[config.mk]
export PLATFORM = sky130hd
export DESIGN_NAME = mem_arbiter
export DESIGN_NICKNAME = d
export VERILOG_FILES = /design/src/rtl/mem_arbiter.sv
export SDC_FILE = /design/constraint.sdc
export NUM_CORES = 1
export LEC_CHECK = 0
export CAP_MARGIN = 20
export CORE_AREA = 2 2 119 121
export CTS_CLUSTER_DIAMETER = 60
export DETAILED_ROUTE_END_ITERATION = 16
export DIE_AREA = 0 0 121 123
export PLACE_DENSITY = 0.78
export SLEW_MARGIN = 20
export SYNTH_ARGS = -nofsm -noshare
export SYNTH_HDL_FRONTEND = slang
export SYNTH_SLANG_ARGS = --single-unit
[constraint.sdc]
create_clock -name clk -period 5.7 [get_ports clk]
set_clock_uncertainty 0.2 [all_clocks]
set_input_delay 0.57 -clock clk [delete_from_list [all_inputs] [get_ports clk]]
set_output_delay 0.57 -clock clk [all_outputs]
set_load 0.02 [all_outputs]
[src/rtl/mem_arbiter.sv]
// ============================================================================
// Module   : mem_arbiter
// Brief    : Two-port arbiter sequencing ISSUE -> RESP accesses onto a single
//            single-port synchronous memory with a 1-cycle registered read.
// Revision : 1.0
// ============================================================================
`default_nettype none

module mem_arbiter #(
    parameter bit FIXED_PRIORITY = 1'b0,
    parameter int ADDR_WIDTH     = 32
) (
    input  logic                  clk,
    input  logic                  resetn,
    input  logic                  m0_req,
    input  logic [ADDR_WIDTH-1:0] m0_addr,
    input  logic [31:0]           m0_wdata,
    input  logic [3:0]            m0_wmask,
    output logic                  m0_gnt,
    output logic                  m0_rvalid,
    output logic [31:0]           m0_rdata,
    input  logic                  m1_req,
    input  logic [ADDR_WIDTH-1:0] m1_addr,
    input  logic [31:0]           m1_wdata,
    input  logic [3:0]            m1_wmask,
    output logic                  m1_gnt,
    output logic                  m1_rvalid,
    output logic [31:0]           m1_rdata,
    output logic [ADDR_WIDTH-1:0] mem_addr,
    output logic [31:0]           mem_wdata,
    output logic [3:0]            mem_wmask,
    input  logic [31:0]           mem_rdata,
    output logic                  busy
);

    typedef enum logic [1:0] {
        S_IDLE  = 2'd0,
        S_ISSUE = 2'd1,
        S_RESP  = 2'd2
    } state_t;

    state_t                  r_state;
    state_t                  w_state_nxt;
    logic                    r_sel;
    logic                    r_last;
    logic [ADDR_WIDTH-1:0]   r_addr;
    logic [31:0]             r_wdata;
    logic [3:0]              r_wmask;
    logic                    w_gnt0;
    logic                    w_gnt1;

    // Grants are only possible outside ISSUE; resetn gating keeps gnt low while in reset.
    always_comb begin
        w_gnt0      = 1'b0;
        w_gnt1      = 1'b0;
        w_state_nxt = r_state;
        if (resetn && (r_state != S_ISSUE)) begin
            if (m0_req && m1_req) begin
                if (FIXED_PRIORITY || r_last) begin
                    w_gnt0 = 1'b1;
                end else begin
                    w_gnt1 = 1'b1;
                end
            end else begin
                w_gnt0 = m0_req;
                w_gnt1 = m1_req;
            end
        end
        case (r_state)
            S_IDLE:  if (w_gnt0 || w_gnt1) w_state_nxt = S_ISSUE;
            S_ISSUE: w_state_nxt = S_RESP;
            S_RESP:  w_state_nxt = (w_gnt0 || w_gnt1) ? S_ISSUE : S_IDLE;
            default: w_state_nxt = S_IDLE;
        endcase
    end

    always_ff @(posedge clk or negedge resetn) begin
        if (!resetn) begin
            r_state <= S_IDLE;
            r_sel   <= 1'b0;
            r_last  <= 1'b1;
            r_addr  <= '0;
            r_wdata <= 32'h0;
            r_wmask <= 4'h0;
        end else begin
            r_state <= w_state_nxt;
            if (w_gnt0 || w_gnt1) begin
                r_sel   <= w_gnt1;
                r_last  <= w_gnt1;
                r_addr  <= w_gnt1 ? m1_addr  : m0_addr;
                r_wdata <= w_gnt1 ? m1_wdata : m0_wdata;
                r_wmask <= w_gnt1 ? m1_wmask : m0_wmask;
            end
        end
    end

    assign m0_gnt    = w_gnt0;
    assign m1_gnt    = w_gnt1;
    assign m0_rvalid = (r_state == S_RESP) && !r_sel;
    assign m1_rvalid = (r_state == S_RESP) &&  r_sel;
    assign m0_rdata  = m0_rvalid ? mem_rdata : 32'h0;
    assign m1_rdata  = m1_rvalid ? mem_rdata : 32'h0;
    assign mem_addr  = r_addr;
    assign mem_wdata = r_wdata;
    // Strobes exist only in ISSUE, so an async reset there aborts the write at once.
    assign mem_wmask = (r_state == S_ISSUE) ? r_wmask : 4'h0;
    assign busy      = (r_state != S_IDLE);

endmodule

`default_nettype wire

==> impl_results.md, run 1 <==
* Outcome: finished clean
* Final hold viol count at 0
* Post-Route WL at 18.2 mm
* RePlAce Congestion at 0.869
* Total CTS buffers at 9
* Flop pwr share at 0.315
* Clock sink total at 72
* Final worst slack at 2060 ps
* Hold_buf cts at 0
* Via Count at 5391
* Tcrit/Tclk final at 0.638
* GRT Total Usage at 0.234
* Logic pwr share at 0.403
* Unrepaired setup endpoints after global routing: no
* Reg2reg setup slack at 2670 ps
* Count leader, synth: a31oi_1
* PortBufs at 308
* CTS tree: built
* Flops & latches, synth at 72
* Mapped Cells at 513
* CP Data Arrival Time at 2870 ps
* Mapped Nets at 685
* Maxcap violations at 0
* Seq/Total Area, Yosys at 0.380
* Vias in the first global route at 5129
* Initial antenna violation count at 2
* IO Pins at 309
* Remaining Overflow, GRT at 0
* First-pass detailed-route iteration total at 5
* Sw Pwr at 734 uW
* WL per Instance at 19.3 um
* Postcts setup bufs at 0
* Post-synth EDFFs at 0
* Area leader, netlist: dfrtp_1
* Post-synthesis cell type count at 25
* Hold/Removal Path Class: in -> async
* Sw Ratio at 0.338
* Synth Flop Type: dfrtp_1
* Routed Antenna Nets at 0
* Via-to-Cell Ratio at 5.71
* # fillers at 1140
* Cell Int Power at 1.44 mW
* Layout area overhead at 70.8%
* Core Area at 0.0136 mm^2
* Root Buffer: clkbuf_16
* # nets final at 929
* First-pass GRT wire length at 27.5 mm
* Post_cts resized at 0
* Worst r2r src: r_state[0]
* Minimum clock period at 3640 ps
* R2r endpoint: mem_addr[5]
* Share of layout cells above drive strength 1 at 0.0433
* Fraction of synthesis flops using an asynchronous set or reset pin at 1.00
* WS Path Type: reg -> out
* Fmax at 0.275 GHz
* Post-synth top cells: a31oi_1 (136), dfrtp_1 (71), and2_1 (69)
* CTS clk-pin slew, worst paths at 60 ps
* Power share of the clock group at 0.283
* Mean area per synthesized cell at 9.25 um^2
* Die H at 123 um
* Final HPWL DP at 12.7 mm
* DRT iter0 DRCs at 539
* CP endpoint kind: primary output
* Synth Cell Area at 0.00475 mm^2
* WP data required at 4930 ps
* Bufs on Longest Clock Path at 2
* Initial Util at 0.349
* Pleak at 2.92 nW
* Maximum number of pins on one net before global-route repair at 138
* Worst slew margin at 0.393
* Critical Path Fanout Max at 42
* TNS Setup at 0 ps
* Die Area at 0.0149 mm^2
* Yosys top cell area share at 0.374
* Clk_lat worst skew at 330 ps
* Setup-failing EPs final at 0
* # rows at 43
* Pwr dens at 268 mW/mm^2
* DRC at 0
* Top post-synthesis cells by area: dfrtp_1 (37%), a31oi_1 (18%), or4b_1 (14%)
* Synth warn at 0
* Pins Over Slew Limit at 0
* Worst-margin pin slew at 911 ps
* Reg2Reg Depth at 5
* CP Launch Type: flop
* Die X at 121 um
* Worst IR Drop VDD at 0.162 mV
* Setup slack at placement at 2110 ps
* Post-layout util at 0.596
* Htree depth at 3
==> cell usage in the layout, fill, tap and decap left out <==
master	netlist	final
and3_2	0	1
or2_2	1	2
and2_4	0	1
o2111a_1	1	1
a21o_1	1	1
clkdlybuf4s50_1	0	307
nor3b_2	0	1
dfstp_2	1	1
inv_1	2	2
dfrtp_1	71	71
clkbuf_8	0	1
nor3_1	1	1
bufinv_16	0	2
clkbuf_1	54	2
and2_1	69	68
or4b_1	68	68
inv_4	1	1
clkinvlp_4	0	1
nand3_1	2	2
inv_6	0	1
diode_2	0	2
a21oi_1	1	1
a31oi_1	136	136
o31ai_1	68	68
nor2b_1	1	1
nor3b_4	0	1
clkbuf_16	0	9
buf_6	2	2
nand2b_2	0	1
nand2_4	0	1
buf_4	3	7
==> layout make-up <==
cell class,count,area (um^2),share of cell area
Antenna cell,2,5.00,0.000617
Sequential cell,72,1800,0.222
Inverter,3,13.8,0.00170
Clock buffer,12,246,0.0304
Timing Repair Buffer,316,3150,0.388
Multi-Input combinational cell,355,2590,0.320
Clock inverter,4,76.3,0.00941
Tap cell,180,225,0.0278
==> state kept, by name (all words and copies together) (netlist names) <==
register / count
r_state: 2
mem_addr: 32
r_sel: 1
r_last: 1
mem_wdata: 32
r_wmask: 4
==> metrics by stage <==
stage / instances / cell area (um^2) / power, mW / hold slack (ps)
after floorplan: 513 / 4750 / 1.12 / 74.4
after global placement: 926 / 7770 / 1.55 / 316
after detailed placement: 926 / 7770 / 1.57 / 319
after CTS: 942 / 8100 / 2.19 / 150
after global routing: 944 / 8110 / 2.28 / 177
final: 944 / 8110 / 2.17 / 125
==> power by group through the flow <==
| stage | registers, mW | logic, mW | clock network [mW] |
|---|---|---|---|
| 5_1_grt | 0.695 | 0.935 | 0.650 |
| 2_1_floorplan | 0.796 | 0.322 | 0 |
| 4_1_cts | 0.684 | 0.877 | 0.624 |
| 3_5_place_dp | 0.691 | 0.875 | 0 |
| 3_3_place_gp | 0.687 | 0.859 | 0 |
| 6_report | 0.683 | 0.874 | 0.614 |
==> worst max-delay path: stages, from the launching register on <==
cell	delay, ps
dfrtp_1	450
nand2b_2	540
buf_4	550
o2111a_1	310
clkdlybuf4s50_1	660
==> logic make-up after synthesis <==
group           after synthesis  share of synthesized area
simple gates                148                      0.248
compound gates              207                      0.292
flops                        72                      0.380
buf+inv                      86                     0.0804
==> how the worst max path moves through the flow <==
stage                from  endpoint  slack, ps  cells past startpoint
6_report       r_state[0]    m0_gnt       2060                      4
3_3_place_gp       m1_req    m1_gnt       2180                      5
2_1_floorplan      resetn    m1_gnt       3350                      5
5_1_grt        r_state[0]    m0_gnt       1940                      4
4_1_cts        r_state[0]    m0_gnt       2060                      4
3_5_place_dp       m1_req    m1_gnt       2110                      5
==> layer usage <==
layer / track usage / vias to the layer above / wire (um)
met4: 0.101 / 0 / 573
met3: 0.0494 / 40 / 1430
met5: 0 / - / 0
met1: 0.284 / 2534 / 7070
met2: 0.403 / 280 / 9100
li1: - / 2537 / -
Note: power is estimated with default switching activity, not from simulation.
==> inputs of run 2 (changes only) <==
- CORE_AREA: 2 2 119 121 -> 2 2 120 122
- DIE_AREA: 0 0 121 123 -> 0 0 122 124
- PLACE_DENSITY: 0.78 -> 0.77
- clock period: 5.7 -> 3.42 ns (I/O delays scaled with it)
==> run 2 against run 1 <==
Sequential share of layout area is essentially flat. Power is 61% higher. Non-clock buffer count grew 4. Routed wire length increased by 1.0%. Clock power grew 43%. Combinational power is 69% higher.
==> impl_results.md, run 2 (synthesized netlist as in run 1, its figures left out) <==
* Outcome: finished clean
* Die H at 124 um (+0.81%)
* Remaining Overflow, GRT at 0 (unchanged)
* WP buf/inv at 2 (unchanged)
* Hold/Removal Path Class: in -> async
* Final HPWL DP at 12.9 mm (+1.1%)
* CP max-delay cell: clkdlybuf4s50_1
* Setup-failing EPs final at 0 (unchanged)
* Post-layout util at 0.592 (-0.00376)
* CP endpoint kind: primary output
* Cell family with the largest share of critical-path delay: buffers and inverters
* CTS tree: built
* WL per Instance at 19.4 um (+0.69%)
* Pins Over Slew Limit at 0 (unchanged)
* Share of layout cells above drive strength 1 at 0.0496 (+0.00630)
* DRC at 0 (unchanged)
* Most frequent cells in the layout: clkdlybuf4s50_1 (307), a31oi_1 (136), dfrtp_1 (71)
* CP Data Arrival Time at 2340 ps (-530 ps)
* Routed Antenna Nets at 0 (unchanged)
* Worst-margin pin slew at 832 ps (-78.8 ps)
* Post-Route WL at 18.4 mm (+1.0%)
* Worst path cell trace: nand2b_2 -> inv_4 -> nor3_1 -> clkdlybuf4s50_1
* Worst slew margin at 0.445 (+0.0525)
* Maximum number of pins on one net before global-route repair at 137 (-0.72%)
* Htree depth at 3 (unchanged)
* CP Launch Type: flop
* Post_cts resized at 0 (unchanged)
* Clk_lat worst skew at 330 ps (about the same)
* CTS clk-pin slew, worst paths at 60 ps (about the same)
* Minimum clock period at 2880 ps
* TNS Setup at 0 ps (unchanged)
* Final hold viol count at 0 (unchanged)
* Via-to-Cell Ratio at 5.77 (+1.1%)
* Fmax at 0.347 GHz
* Commonest non-fill, non-tap cell in the layout: clkdlybuf4s50_1
* Unrepaired setup endpoints after global routing: no
* DRT iter0 DRCs at 364 (-32%)
* Total CTS buffers at 9 (unchanged)
* Bufs on Longest Clock Path at 2 (unchanged)
* Die X at 122 um (+0.83%)
* Die Area at 0.0151 mm^2 (+1.6%)
* Worst IR Drop VDD at 0.199 mV (+23%)
* RePlAce Congestion at 0.801 (-7.9%)
* IO Pins at 309 (unchanged)
* Clock sink total at 72 (unchanged)
* Via Count at 5468 (+1.4%)
* WP data required at 2880 ps (-2050 ps)
* Initial Util at 0.346 (-0.00274)
* Hold slack final at 163 ps (+38.4 ps)
* WS Path Type: reg -> out
* # nets final at 933 (+0.43%)
* # rows at 43 (unchanged)
* First-pass GRT wire length at 27.7 mm (+0.63%)
* GRT Total Usage at 0.234 (-0.000416)
* PortBufs at 308 (unchanged)
* Core Area at 0.0137 mm^2 (+0.79%)
* Worst setup startpoint: r_state[0]
* Worst r2r src: r_state[0]
* Reg2reg setup slack at 940 ps (-1730 ps)
* First-pass detailed-route iteration total at 4 (-1)
* Maxcap violations at 0 (unchanged)
* Root Buffer: clkbuf_16
* Tcrit/Tclk final at 0.842
* Initial antenna violation count at 0 (-2)
* Pwr dens at 430 mW/mm^2 (+61%)
* Pleak at 2.93 nW (+0.34%)
* Critical Path Fanout Max at 48 (+14%)
* Layout area overhead at 71.1%
* Max stage delay on crit path at 660 ps (about the same)
* Vias in the first global route at 5118 (-0.21%)
[run 2: cell types whose count changed in the layout (fill, tap and decap cells not counted), sizes merged, moves of 2 or more]
cell	previous run	this run
bufinv	2	0
clkinv	0	3
buf	9	12
clkbuf	12	10
[run 2: layout make-up]
class	instances	area, um^2
clock buffers	10	239
well taps	180	225
flip-flops and latches	72	1800
multi-input cells	355	2590
repair buffers	320	3210
fillers	1183	5600
clock inverters	6	42.5
diodes	1	2.50
inverters	3	13.8
[run 2: power by group]
part           total, mW  switching (mW)  internal (mW)  leakage [nW]
Sequential          1.14           0.107           1.03         0.801
Combinational       1.48           0.761          0.715          1.99
Clock              0.881           0.370          0.512         0.135
[run 2: routing by layer]
metal	wire length, um	up-vias	share of wire	track usage
met3	1530	46	0.083	0.0705
met5	0	-	0	0
met4	594	0	0.032	0.0984
met1	6870	2624	0.37	0.268
met2	9370	243	0.51	0.406
li1	-	2555	-	-
[run 2: what timing repair did]
action,CTS,global route
buffers inserted,0,0
hold buffers,1,0
endpoints found under the hold margin,1,0
[run 2: worst paths after layout]
path,depth (start not counted),end
min in group clk,2,mem_addr[0]
max in group asynchronous,3,mem_addr[23]
hold reg to reg,2,mem_addr[0]
setup / recovery,4,m1_gnt
hold / removal,2,mem_wdata[27]
setup reg to reg,5,mem_wdata[18]
[run 2: stage by stage]
stage          total power, mW  instances  setup WS [ps]  instance area [um^2]
3_3_place_gp              2.59        929            926                  7830
3_5_place_dp              2.62        929            874                  7830
6_report                  3.49        947            539                  8120
5_1_grt                   3.69        946            351                  8120
4_1_cts                   3.53        946            533                  8120
2_1_floorplan             1.86        513           1390                  4750
